<file path="config.mk">
export PLATFORM = sky130hd
export DESIGN_NAME = mem_port_arbiter_flat
export DESIGN_NICKNAME = d
export VERILOG_FILES = /design/src/rtl/mem_port_arbiter_pkg.sv /design/src/rtl/mem_port_arbiter_if.sv /design/src/rtl/mem_port_arbiter_pick.sv /design/src/rtl/mem_port_arbiter.sv /design/src/flat_wrapper.sv
export SDC_FILE = /design/constraint.sdc
export NUM_CORES = 1
export LEC_CHECK = 0
export BUFFER_PORTS_ARGS = -buffer_cell sky130_fd_sc_hd__buf_4
export CORE_UTILIZATION = 53
export CTS_BUF_LIST = sky130_fd_sc_hd__clkbuf_16
export CTS_CLUSTER_SIZE = 28
export DETAILED_ROUTE_END_ITERATION = 12
export PLACE_DENSITY = 0.86
export SLEW_MARGIN = 20
export SYNTH_ARGS = -nofsm -noshare
export SYNTH_HDL_FRONTEND = slang
export SYNTH_SLANG_ARGS = --single-unit
</file>
<file path="constraint.sdc">
create_clock -name clk -period 4.35 [get_ports clk]
set_input_delay 0.435 -clock clk [delete_from_list [all_inputs] [get_ports clk]]
set_output_delay 0.435 -clock clk [all_outputs]
set_load 0.1 [all_outputs]
</file>
<file path="src/rtl/mem_port_arbiter_pkg.sv">
// riscv_mem_pkg: shared types and size encodings for the memory port arbiter
package riscv_mem_pkg;
    typedef enum logic [1:0] {IDLE, ISSUE, RESP} state_t;
    typedef enum logic {OWN_IF, OWN_D} owner_t;
    localparam logic [1:0] SZ_BYTE = 2'd0;
    localparam logic [1:0] SZ_HALF = 2'd1;
    localparam logic [1:0] SZ_WORD = 2'd2;
endpackage

</file>
<file path="src/rtl/mem_port_arbiter_if.sv">
// mem_port_arbiter_if: requester and memory-side signals of the shared port
interface mem_port_arbiter_if #(parameter int ADDR_W = 32, parameter int DATA_W = 32);
    logic              if_req;
    logic [ADDR_W-1:0] if_addr;
    logic              if_ack;
    logic [DATA_W-1:0] if_rdata;
    logic              d_req;
    logic              d_we;
    logic [1:0]        d_size;
    logic [ADDR_W-1:0] d_addr;
    logic [DATA_W-1:0] d_wdata;
    logic              d_ack;
    logic [DATA_W-1:0] d_rdata;
    logic              m_req;
    logic              m_we;
    logic [1:0]        m_size;
    logic [ADDR_W-1:0] m_addr;
    logic [DATA_W-1:0] m_wdata;
    logic              m_ready;
    logic [DATA_W-1:0] m_rdata;
    logic              bus_err;
    logic              busy;
    modport master (
        input  if_req, if_addr, d_req, d_we, d_size, d_addr, d_wdata, m_ready, m_rdata,
        output if_ack, if_rdata, d_ack, d_rdata, m_req, m_we, m_size, m_addr, m_wdata, bus_err, busy
    );
    modport slave (
        output if_req, if_addr, d_req, d_we, d_size, d_addr, d_wdata, m_ready, m_rdata,
        input  if_ack, if_rdata, d_ack, d_rdata, m_req, m_we, m_size, m_addr, m_wdata, bus_err, busy
    );
endinterface

</file>
<file path="src/rtl/mem_port_arbiter_pick.sv">
// mem_arb_pick: grant decision, D wins unless its burst quota is spent while IF waits
module mem_arb_pick #(
    parameter int BW             = 3,
    parameter int DATA_BURST_MAX = 4
) (
    input  logic          d_req,
    input  logic          if_req,
    input  logic [BW-1:0] bcnt,
    output logic          gnt_d
);
    assign gnt_d = (d_req && bcnt < BW'(DATA_BURST_MAX)) || !if_req;
endmodule

</file>
<file path="src/rtl/mem_port_arbiter.sv">
// mem_port_arbiter: shares one memory port between fetch and load/store with timeout abort
module mem_port_arbiter
    import riscv_mem_pkg::*;
#(
    parameter int ADDR_W         = 32,
    parameter int DATA_W         = 32,
    parameter int DATA_BURST_MAX = 4,
    parameter int TIMEOUT_CYCLES = 255
) (
    input  logic                clk,
    input  logic                rst_n,
    mem_port_arbiter_if.master  bus
);
    localparam int BW = $clog2(DATA_BURST_MAX + 1);
    localparam int TW = $clog2(TIMEOUT_CYCLES + 1);

    state_t        state, state_nxt;
    owner_t        owner;
    logic [BW-1:0] bcnt;
    logic [TW-1:0] tcnt;
    logic          err;
    logic          gnt_d;
    logic          req_any;
    logic          timeout;

    assign req_any = bus.if_req || bus.d_req;
    assign timeout = !bus.m_ready && tcnt == TW'(TIMEOUT_CYCLES - 1);

    mem_arb_pick #(.BW(BW), .DATA_BURST_MAX(DATA_BURST_MAX)) u_pick (
        .d_req  (bus.d_req),
        .if_req (bus.if_req),
        .bcnt   (bcnt),
        .gnt_d  (gnt_d)
    );

    always_ff @(posedge clk or negedge rst_n)
        if (!rst_n) state <= IDLE;
        else        state <= state_nxt;

    always_comb begin
        state_nxt   = state;
        bus.m_req   = 1'b0;
        bus.if_ack  = 1'b0;
        bus.d_ack   = 1'b0;
        bus.bus_err = 1'b0;
        bus.busy    = 1'b0;
        case (state)
            IDLE:  state_nxt = req_any ? ISSUE : IDLE;
            ISSUE: begin
                state_nxt = (bus.m_ready || timeout) ? RESP : ISSUE;
                bus.m_req = 1'b1;
                bus.busy  = 1'b1;
            end
            RESP: begin
                state_nxt   = IDLE;
                bus.if_ack  = owner == OWN_IF;
                bus.d_ack   = owner == OWN_D;
                bus.bus_err = err;
                bus.busy    = 1'b1;
            end
            default: state_nxt = IDLE;
        endcase
    end

    // Burst count only grows while IF is actually waiting; it saturates at the quota.
    always_ff @(posedge clk or negedge rst_n)
        if (!rst_n) begin
            owner        <= OWN_IF;
            bcnt         <= '0;
            tcnt         <= '0;
            err          <= 1'b0;
            bus.m_we     <= 1'b0;
            bus.m_size   <= '0;
            bus.m_addr   <= '0;
            bus.m_wdata  <= '0;
            bus.if_rdata <= '0;
            bus.d_rdata  <= '0;
        end else if (state == IDLE && req_any) begin
            owner       <= gnt_d ? OWN_D : OWN_IF;
            bus.m_we    <= gnt_d && bus.d_we;
            bus.m_size  <= gnt_d ? bus.d_size : SZ_WORD;
            bus.m_addr  <= gnt_d ? bus.d_addr : bus.if_addr;
            bus.m_wdata <= gnt_d ? bus.d_wdata : '0;
            bcnt        <= !(gnt_d && bus.if_req) ? '0 : bcnt == BW'(DATA_BURST_MAX) ? bcnt : bcnt + BW'(1);
            tcnt        <= '0;
            err         <= 1'b0;
        end else if (state == ISSUE) begin
            if (bus.m_ready) begin
                if (owner == OWN_D) bus.d_rdata  <= bus.m_rdata;
                else                bus.if_rdata <= bus.m_rdata;
            end else begin
                tcnt <= tcnt + TW'(1);
                if (timeout) begin
                    err <= 1'b1;
                    if (owner == OWN_D) bus.d_rdata  <= '0;
                    else                bus.if_rdata <= '0;
                end
            end
        end
endmodule

</file>
<file path="src/flat_wrapper.sv">
// flat-port wrapper written by rule: the top's interface ports become plain ports
module mem_port_arbiter_flat import riscv_mem_pkg::*;
#(
    parameter int ADDR_W         = 32,
    parameter int DATA_W         = 32,
    parameter int DATA_BURST_MAX = 4,
    parameter int TIMEOUT_CYCLES = 255
)
  (clk, rst_n, bus_if_req, bus_if_addr, bus_d_req, bus_d_we, bus_d_size, bus_d_addr, bus_d_wdata, bus_m_ready, bus_m_rdata, bus_if_ack, bus_if_rdata, bus_d_ack, bus_d_rdata, bus_m_req, bus_m_we, bus_m_size, bus_m_addr, bus_m_wdata, bus_bus_err, bus_busy);
  mem_port_arbiter_if #(.ADDR_W(ADDR_W), .DATA_W(DATA_W)) bus_i ();
  input  logic clk;
  input  logic rst_n;
  input wire logic [$bits(bus_i.if_req)-1:0] bus_if_req;
  input wire logic [$bits(bus_i.if_addr)-1:0] bus_if_addr;
  input wire logic [$bits(bus_i.d_req)-1:0] bus_d_req;
  input wire logic [$bits(bus_i.d_we)-1:0] bus_d_we;
  input wire logic [$bits(bus_i.d_size)-1:0] bus_d_size;
  input wire logic [$bits(bus_i.d_addr)-1:0] bus_d_addr;
  input wire logic [$bits(bus_i.d_wdata)-1:0] bus_d_wdata;
  input wire logic [$bits(bus_i.m_ready)-1:0] bus_m_ready;
  input wire logic [$bits(bus_i.m_rdata)-1:0] bus_m_rdata;
  output wire logic [$bits(bus_i.if_ack)-1:0] bus_if_ack;
  output wire logic [$bits(bus_i.if_rdata)-1:0] bus_if_rdata;
  output wire logic [$bits(bus_i.d_ack)-1:0] bus_d_ack;
  output wire logic [$bits(bus_i.d_rdata)-1:0] bus_d_rdata;
  output wire logic [$bits(bus_i.m_req)-1:0] bus_m_req;
  output wire logic [$bits(bus_i.m_we)-1:0] bus_m_we;
  output wire logic [$bits(bus_i.m_size)-1:0] bus_m_size;
  output wire logic [$bits(bus_i.m_addr)-1:0] bus_m_addr;
  output wire logic [$bits(bus_i.m_wdata)-1:0] bus_m_wdata;
  output wire logic [$bits(bus_i.bus_err)-1:0] bus_bus_err;
  output wire logic [$bits(bus_i.busy)-1:0] bus_busy;
  assign bus_i.if_req = bus_if_req;
  assign bus_i.if_addr = bus_if_addr;
  assign bus_i.d_req = bus_d_req;
  assign bus_i.d_we = bus_d_we;
  assign bus_i.d_size = bus_d_size;
  assign bus_i.d_addr = bus_d_addr;
  assign bus_i.d_wdata = bus_d_wdata;
  assign bus_i.m_ready = bus_m_ready;
  assign bus_i.m_rdata = bus_m_rdata;
  assign bus_if_ack = bus_i.if_ack;
  assign bus_if_rdata = bus_i.if_rdata;
  assign bus_d_ack = bus_i.d_ack;
  assign bus_d_rdata = bus_i.d_rdata;
  assign bus_m_req = bus_i.m_req;
  assign bus_m_we = bus_i.m_we;
  assign bus_m_size = bus_i.m_size;
  assign bus_m_addr = bus_i.m_addr;
  assign bus_m_wdata = bus_i.m_wdata;
  assign bus_bus_err = bus_i.bus_err;
  assign bus_busy = bus_i.busy;
  mem_port_arbiter #(.ADDR_W(ADDR_W), .DATA_W(DATA_W), .DATA_BURST_MAX(DATA_BURST_MAX), .TIMEOUT_CYCLES(TIMEOUT_CYCLES)) u_core (.clk(clk), .rst_n(rst_n), .bus(bus_i));
endmodule
</file>
==> results of run 1 <==
-- cells by family (layout without fill, tap and decap cells) --
logic type | after synthesis | in the layout
xor+xnor | 2 | 2
compound gates | 247 | 247
buf+inv | 136 | 382
flops | 146 | 146
fa+ha+maj | 7 | 7
simple gates | 158 | 158
mux | 1 | 1
-- worst max-delay path by stage --
stage	slack, ns	depth (start not counted)	endpoint	start
global placement	1.97	5	u_core.bus.m_addr[12]	bus_if_req
floorplan	1.97	3	bus_if_ack	u_core.state[0]
global route	1.84	6	u_core.bus.m_addr[12]	u_core.state[0]
detailed placement	1.92	5	u_core.bus.m_addr[12]	bus_if_req
finish	2.06	6	u_core.bus.m_addr[12]	u_core.state[0]
CTS	2.06	6	u_core.bus.m_addr[12]	u_core.state[0]
-- critical path, delay by kind of cell (launching register included) --
family,cells,cell delay [ns]
AO/OA/AOI/OAI,2,0.98
adder cells (fa/ha/maj),1,0.26
buffers and inverters,2,0.47
flip-flops,1,0.38
AND/OR/NAND/NOR,1,0.07
-- placed cells by master, fill, tap and decap left out, types with 4 or more instances in the layout --
cell	n
a21oi_1	5
inv_1	72
clkbuf_16	17
o211ai_1	64
nand3_1	98
a31oi_1	32
ha_1	7
nor2_1	36
dfrtp_1	146
a22o_1	36
o21ai_0	101
clkinv_2	5
or3_1	4
buf_4	278
-- final cells by class --
type	instances	area share, %
inverters	72	2.89
well taps	168	2.25
repair buffers	280	22.6
multi-input cells	415	27.1
clock inverters	13	1.55
clock buffers	17	4.54
flip-flops and latches	146	39.0
-- stage by stage --
| stage | worst slack, ns | std cells | area [µm²] | util, % | hold slack [ns] |
|---|---|---|---|---|---|
| 2_1_floorplan | 1.97 | 697 | 6750 | - | 0.139 |
| 3_3_place_gp | 1.97 | 1081 | 8790 | 72.0 | 0.450 |
| 3_5_place_dp | 1.92 | 1081 | 8790 | 72.0 | 0.446 |
| 4_1_cts | 2.06 | 1111 | 9360 | 76.6 | 0.00604 |
| 5_1_grt | 1.84 | 1111 | 9360 | 76.6 | 0.0302 |
| 6_report | 2.06 | 1111 | 9360 | 76.6 | -0.0176 |
-- flip-flops by register name (all words and copies together), names as in the netlist --
name,cells
u_core.bcnt,3
u_core.bus.d_rdata,32
u_core.bus.if_rdata,32
u_core.bus.m_addr,32
u_core.bus.m_size,2
u_core.bus.m_wdata,32
u_core.bus.m_we,1
u_core.err,1
u_core.owner,1
u_core.state,2
u_core.tcnt,8
-- metal layers --
layer | share of wire, % | routed length, µm | global-route usage (%) | vias up
li1 | - | - | - | 2955
met1 | 41 | 7950 | 38.3 | 3076
met2 | 50 | 9790 | 49.5 | 286
met3 | 6.8 | 1340 | 7.54 | 44
met4 | 2.5 | 494 | 13.9 | 0
met5 | 0 | 0 | 0 | -
==> results.yml, run 1 <==
status:
  status: "complete, but fails checks"
  violations: "negative hold slack"
worst_hold_path:
  hp-class: "input pin to async pin"
finish:
  finalNetCount: 1075
  syn_to_final_growth_pct: 38.6
  antennaDiodeCount: 0
  regArea_um2: 3650
  multi_input_area_um2: 2540
  drive_gt1_share_pct: 33.6
  fillers: 890
global_route:
  grt_max_degree: 108
  first_global_vias: 6278
  antenna_found_initial: 0
  grt_usage_pct: 30.3
  grt_pass1_wl_um: 31100
  overflow: 0
logic_synthesis:
  ys_seq_area_share_pct: 54.1
  synth_edf_count: 0
  synth-compound-area-share_pct: 23.9
  syn_inst: 697
  synth_cell_types: 38
  synth_top_family_by_area: "compound AO/OA/AOI/OAI gates"
  synth_ff_type: "dfrtp_1"
  synth_xor_xnor_area_share_pct: 0.259
  yosysMostFrequentCell: "dfrtp_1"
  syn_nets: 840
  yosysTopAreaCell: "dfrtp_1"
  ys_ff_latch: 146
  syn_area_um2: 6750
  synth_common_cells: "146 x dfrtp_1, 101 x o21ai_0, 98 x nand3_1, 72 x inv_1, 64 x o211ai_1"
  ys_warn_count: 0
  synth-async-reset-ratio_pct: 100
  synthMuxAreaShare_pct: 0.167
  yosys.area_share.simple_pct: 11.7
  synth_top_area_share_pct: 54.1
  synth_area_leaders: "dfrtp_1 54%, o21ai_0 7.5%, nand3_1 7.3%, o211ai_1 7.1%, a22o_1 4.7%"
  syn-mean-instance-area_um2: 9.69
  synthAdderAreaFrac_pct: 1.30
placed_design:
  port_buffers: 271
  place.gp.congestion: 0.819
  hpwl_um: 12800
sta:
  tightest_slew_ns: 1.06
  finalHoldViolCount: 14
  rsz0062_at_grt: "false"
  clock_skew_ns: 0.00816
  drv_slew: 0
  whs_ns: -0.0176
  period_share_pct: 52.7
  setup_viol: 0
  fmax_ghz: 0.436
  max_slew_margin_pct: 29.2
  period_needed_ns: 2.29
  setup_tns_ns: 0
detailed_routing:
  vias: 6361
  ant_nets: 0
  routed_wirelength_um: 19600
  drc: 0
  drt_iter0_drc: 740
  wl_per_cell_um: 17.6
  viasPerCell: 5.73
  drt-pass1-iter-count: 5
clock_network:
  clk_pin_slew_ns: 0.06
  cts_resized: 0
  cts.htree.levels: 4
  clk_latency_ns: 0.42
  cts_setup_buffers: 0
  cts-buffers-inserted: 17
  cts_tree: "built"
  cts-root-buf: "clkbuf_16"
  cts.sinks: 146
  max-clock-path-buffers: 2
  cts-hold-fix-buffers: 0
worst_setup_path:
  reg2reg_depth: 6
  startpoint_type: "flop"
  timing.rr.end: "u_core.bus.m_addr[12]"
  crit_chain: "inv_1, ha_1, o21a_4, buf_4, nor2_1, a31oi_1"
  crit_slowest_cell: "o21a_4"
  slowest_delay_ns: 0.82
  crit_fanout: 107
  reg2reg_slack_ns: 2.06
  arrival_ns: 2.62
  crit_path_end_kind: "flop"
  crit_required_ns: 4.68
  critical_path_class: "flop to flop"
  r2r_start: "u_core.state[0]"
floorplanning:
  die_height_um: 115
  die_area_um2: 13200
  core_area_um2: 12200
  start_util_pct: 55.3
  dieWidth_um: 115
  rows: 40
  pin_count: 272
flow_run:
  maxCapViolCount: 0
Power of run 1 is not shown: default switching activity piles up to over one toggle a cycle in this logic, so the estimate is an artifact.
==> run 2: changes to the inputs <==
--- a/config.mk
+++ b/config.mk
@@ -6,11 +6,11 @@
 export NUM_CORES = 1
 export LEC_CHECK = 0
 export BUFFER_PORTS_ARGS = -buffer_cell sky130_fd_sc_hd__buf_4
-export CORE_UTILIZATION = 53
+export CORE_UTILIZATION = 49
 export CTS_BUF_LIST = sky130_fd_sc_hd__clkbuf_16
 export CTS_CLUSTER_SIZE = 28
 export DETAILED_ROUTE_END_ITERATION = 12
-export PLACE_DENSITY = 0.86
+export PLACE_DENSITY = 0.81
 export SLEW_MARGIN = 20
 export SYNTH_ARGS = -nofsm -noshare
 export SYNTH_HDL_FRONTEND = slang
==> constraint.sdc (replaced) <==
create_clock -name clk -period 2.25 [get_ports clk]
set_input_delay 0.225 -clock clk [delete_from_list [all_inputs] [get_ports clk]]
set_output_delay 0.225 -clock clk [all_outputs]
set_load 0.1 [all_outputs]
==> results.yml, run 2 (synthesis results as in run 1) <==
clock_network:
  clk_latency_ns: 0.42
  clk_pin_slew_ns: 0.06
  cts_tree: "built"
  cts_setup_buffers: 0
  cts.sinks: 146
  cts_resized: 0
  cts-root-buf: "clkbuf_16"
  max-clock-path-buffers: 2
  cts.htree.levels: 4
  cts-buffers-inserted: 17
finish:
  finalNetCount: 1088
  layout_common_cells: "288 x buf_4, 146 x dfrtp_1, 101 x o21ai_0"
  fillers: 1044
  final_core_util_pct: 71.3
  antennaDiodeCount: 0
  drive_gt1_share_pct: 34.6
  multi_input_area_um2: 2540
  layout_commonest_cell: "buf_4"
  regArea_um2: 3650
  syn_to_final_growth_pct: 41.0
worst_hold_path:
  hp-class: "input pin to flop"
  hold_depth: 2
sta:
  setup_tns_ns: 0
  setup_viol: 0
  drv_slew: 0
  clock_skew_ns: 0.00875
  rsz0062_at_grt: "false"
  finalHoldViolCount: 0
  max_slew_margin_pct: 42.8
  fmax_ghz: 0.575
  period_needed_ns: 1.74
  period_share_pct: 77.3
  tightest_slew_ns: 0.858
worst_setup_path:
  reg2reg_depth: 6
  crit_slowest_cell: "dfrtp_1"
  startpoint_type: "flop"
  crit_path_end_kind: "flop"
  crit_required_ns: 2.61
  crit_chain: "inv_1, ha_1, o21ai_4, a21oi_4, buf_4, a22o_1"
  crit_fanout: 36
  arrival_ns: 2.10
  slowest_delay_ns: 0.39
  critical_path_class: "flop to flop"
global_route:
  antenna_found_initial: 0
  grt_pass1_wl_um: 31300
  first_global_vias: 6206
  grt_max_degree: 76
  grt_usage_pct: 27.9
  overflow: 0
floorplanning:
  rows: 42
  die_area_um2: 14300
  die_height_um: 119
  pin_count: 272
  core_area_um2: 13300
  start_util_pct: 50.6
  dieWidth_um: 119
detailed_routing:
  viasPerCell: 5.67
  ant_nets: 0
  wl_per_cell_um: 17.1
  vias: 6434
  drc: 0
  drt-pass1-iter-count: 5
  drt_iter0_drc: 654
  routed_wirelength_um: 19400
flow_run:
  maxCapViolCount: 0
placed_design:
  place.gp.congestion: 0.869
  hpwl_um: 13400
  port_buffers: 271
status:
  status: "finished clean"
==> run 2: cell types whose count changed in the layout (fill, tap and decap cells not counted), moves of 2 or more <==
| cell | delta |
|---|---|
| buf_12 | +2 |
| buf_4 | +10 |
| clkinv_2 | -2 |
| clkinv_4 | +3 |
==> run 2: worst paths after layout <==
kind	startpoint	to	slack (ns)
hold reg to reg	u_core.err	u_core.err	0.50
max in group asynchronous	rst_n	u_core.bus.m_wdata[31]	1.16
min in group asynchronous	rst_n	u_core.bus.d_rdata[21]	0.34
setup / recovery	u_core.state[0]	u_core.bus.m_wdata[21]	0.51
hold / removal	bus_d_wdata[8]	u_core.bus.m_wdata[8]	0.02
setup reg to reg	u_core.state[0]	u_core.bus.m_wdata[21]	0.51
==> run 2: layout make-up <==
type,count,area share [%]
flip-flops and latches,146,38.4
multi-input cells,415,26.7
repair buffers,293,23.6
clock buffers,17,4.47
inverters,72,2.84
well taps,176,2.31
clock inverters,15,1.77
==> run 2: worst max-delay path, delay by kind of cell, from the launching register on <==
kind | cells | cell delay, ns
buffers and inverters | 2 | 0.44
AO/OA/AOI/OAI | 3 | 0.58
flip-flops | 1 | 0.39
adder cells (fa/ha/maj) | 1 | 0.26
==> run 2: metrics by stage <==
| step | hold WS (ns) | cell area [µm²] | setup WS [ns] | instances |
|---|---|---|---|---|
| 2_1_floorplan | -0.0706 | 6750 | 0.0778 | 697 |
| 3_3_place_gp | 0.243 | 8910 | 0.572 | 1101 |
| 3_5_place_dp | 0.243 | 8910 | 0.514 | 1101 |
| 4_1_cts | 0.000571 | 9520 | 0.498 | 1134 |
| 5_1_grt | 0.00528 | 9520 | 0.398 | 1134 |
| 6_report | 0.0167 | 9520 | 0.511 | 1134 |
==> run 2: what timing repair did <==
item                       4_1_cts  5_1_grt
hold endpoints to repair        57        0
hold buffers                     1        0
setup endpoints to repair        0        0
==> run 2: routing by layer <==
layer | global-route usage (%) | routed length, µm | vias up
met4 | 11.3 | 439 | 0
met1 | 37.8 | 8210 | 3094
met3 | 5.99 | 1460 | 40
li1 | - | - | 2991
met5 | 0 | 0 | -
met2 | 43.7 | 9340 | 309
Power of run 2 is left out for the same reason.
==> run 3: changes to the inputs <==
--- a/config.mk
+++ b/config.mk
@@ -5,12 +5,13 @@
 export SDC_FILE = /design/constraint.sdc
 export NUM_CORES = 1
 export LEC_CHECK = 0
+export ABC_AREA = 1
 export BUFFER_PORTS_ARGS = -buffer_cell sky130_fd_sc_hd__buf_4
-export CORE_UTILIZATION = 49
+export CORE_UTILIZATION = 44
 export CTS_BUF_LIST = sky130_fd_sc_hd__clkbuf_16
 export CTS_CLUSTER_SIZE = 28
 export DETAILED_ROUTE_END_ITERATION = 12
-export PLACE_DENSITY = 0.81
+export PLACE_DENSITY = 0.77
 export SLEW_MARGIN = 20
 export SYNTH_ARGS = -nofsm -noshare
 export SYNTH_HDL_FRONTEND = slang
==> constraint.sdc (replaced) <==
create_clock -name clk -period 1.6 [get_ports clk]
set_input_delay 0.16 -clock clk [delete_from_list [all_inputs] [get_ports clk]]
set_output_delay 0.16 -clock clk [all_outputs]
set_load 0.1 [all_outputs]
==> results.yml, run 3 <==
sta:
  period_share_pct: 101
  tightest_slew_ns: 0.374
  finalHoldViolCount: 0
  clock_skew_ns: 0.00761
  fin_ws_ns: -0.0202
  drv_slew: 0
  max_slew_margin_pct: 75.0
  rsz0062_at_grt: "true"
  setup_viol: 10
  period_needed_ns: 1.62
  fmax_ghz: 0.617
logic_synthesis:
  syn_nets: 927
  synth-async-reset-ratio_pct: 100
  synth_common_cells: "319 x nand2_1, 146 x dfrtp_1, 68 x nand4_1, 67 x a21oi_1, 53 x inv_1"
  yosysMostFrequentCell: "nand2_1"
  syn_area_um2: 6520
  synth_ff_type: "dfrtp_1"
  synth_area_leaders: "dfrtp_1 56%, nand2_1 18%, nand4_1 6.5%, a21oi_1 5.1%, inv_1 3.1%"
  synth_edf_count: 0
  synth_top_area_share_pct: 56.0
  yosysTopAreaCell: "dfrtp_1"
  ys_warn_count: 0
  syn_inst: 784
  ys_ff_latch: 146
  syn-mean-instance-area_um2: 8.32
  ys_seq_area_share_pct: 56.0
  synth_cell_types: 27
floorplanning:
  core_area_um2: 14500
  die_height_um: 124
  rows: 44
  dieWidth_um: 124
  pin_count: 272
  die_area_um2: 15300
  start_util_pct: 45.0
clock_network:
  cts-root-buf: "clkbuf_16"
  cts.sinks: 146
  cts_tree: "built"
  cts-buffers-inserted: 17
  max-clock-path-buffers: 2
  clk_latency_ns: 0.42
  clk_pin_slew_ns: 0.06
  cts.htree.levels: 4
finish:
  antennaDiodeCount: 0
  post-route-cell-area_um2: 10400
  final_core_util_pct: 71.6
  multi_input_area_um2: 2470
  finalNetCount: 1267
  layout_common_cells: "315 x nand2_1, 286 x buf_4, 146 x dfrtp_1"
  syn_to_final_growth_pct: 59.1
  layout_commonest_cell: "nand2_1"
  fin_cells: 1321
  drive_gt1_share_pct: 32.2
  fillers: 1029
  regArea_um2: 3650
detailed_routing:
  vias: 6820
  drt-met1-wl_um: 8020
  ant_nets: 0
  drt-pass1-iter-count: 6
  dr_wl_met3_um: 1620
  drc: 0
  drt_iter0_drc: 427
  wl_per_cell_um: 15.7
  viasPerCell: 5.16
  route.top_layer_used: "met4"
  routed_wirelength_um: 20700
  dr_wl_met2_um: 10400
global_route:
  grt_pass1_wl_um: 31100
  antenna_found_initial: 0
  grt_usage_pct: 26.6
  overflow: 0
  grt_max_degree: 48
  first_global_vias: 6483
worst_setup_path:
  cp-endpoint: "u_core.bus.if_rdata[4]"
  startpoint_type: "flop"
  crit_family: "buffers and inverters"
  r2r_start: "u_core.state[0]"
  crit_cells: 10
  crit_fanout: 16
  startpoint: "u_core.state[0]"
  critical_path_class: "flop to flop"
  reg2reg_depth: 10
  slowest_delay_ns: 0.39
  arrival_ns: 1.92
  timing.rr.end: "u_core.bus.if_rdata[4]"
  crit_slowest_cell: "dfrtp_1"
  crit_path_end_kind: "flop"
  reg2reg_slack_ns: -0.02
  crit_chain: "inv_2, ha_2, inv_2, nor2_4, buf_12, nor2_4, nand3_4, clkbuf_16, nand2_1, nand2_1"
  crit_required_ns: 1.90
  critical_path_buf_inv_count: 4
flow_run:
  maxCapViolCount: 0
placed_design:
  place.gp.congestion: 0.802
  port_buffers: 271
  postPlaceCellArea_um2: 8930
  place_ws_ns: 0.0358
  hpwl_um: 13100
  placedCellCount: 1221
worst_hold_path:
  hp-class: "input pin to flop"
status:
  violations: "negative setup slack"
  status: "complete, but fails checks"
-- run 3: worst register-to-register path: stages (launching register included) --
cell and delay, ns:
dfrtp_1 0.39, inv_2 0.06, ha_2 0.20, inv_2 0.07, nor2_4 0.04, buf_12 0.14, nor2_4 0.17, nand3_4 0.12
clkbuf_16 0.20, nand2_1 0.07, nand2_1 0.06
-- run 3: what timing repair did --
action | in CTS | in global routing
pin swaps | 0 | 5
gates cloned | 0 | 2
setup endpoints to repair | 6 | 148
hold buffers | 62 | 0
setup buffers | 0 | 6
resized for setup | 17 | 24
endpoints found under the hold margin | 164 | 0
-- run 3: per-layer routing --
metal	track usage, %	vias to the layer above
li1	-	3207
met2	45.6	341
met5	0	-
met3	6.36	59
met1	30.9	3213
met4	13.7	0
-- run 3: cell type report --
type	instances	share of cell area (%)
Inverter	55	2.04
Clock buffer	17	4.10
Tap cell	184	2.22
Clock inverter	15	1.62
Sequential cell	146	35.2
Timing Repair Buffer	372	30.9
Multi-Input combinational cell	532	23.9
-- run 3: through the flow --
step	setup TNS (ns)	hold slack, ns
2_1_floorplan	-3.10	-0.136
3_3_place_gp	0	0.0908
3_5_place_dp	0	0.0846
4_1_cts	0	0.00158
5_1_grt	-4.92	0.0238
6_report	-0.0712	0.0202
-- run 3: worst min path at each step --
stage / to / slack, ns / depth (start not counted) / start
finish: u_core.bus.m_addr[14] / 0.02 / 3 / bus_if_addr[14]
global route: u_core.bus.m_addr[28] / 0.02 / 3 / bus_d_addr[28]
CTS: u_core.bus.m_addr[14] / 0.002 / 3 / bus_if_addr[14]
detailed placement: u_core.bus.d_rdata[22] / 0.08 / 1 / rst_n
global placement: u_core.bus.d_rdata[22] / 0.09 / 1 / rst_n
floorplan: u_core.bcnt[0] / -0.14 / 0 / rst_n
-- run 3: cell families (layout without fill, tap and decap cells) --
logic type / after synthesis / count (layout) / synth area share [%]
AND/OR/NAND/NOR: 446 / 446 / 29.1
flip-flops: 146 / 146 / 56.0
buffers and inverters: 106 / 459 / 7.25
AO/OA/AOI/OAI: 78 / 78 / 6.16
adder cells (fa/ha/maj): 7 / 7 / 1.34
XOR/XNOR: 1 / 1 / 0.134
Power of run 3 is left out for the same reason.
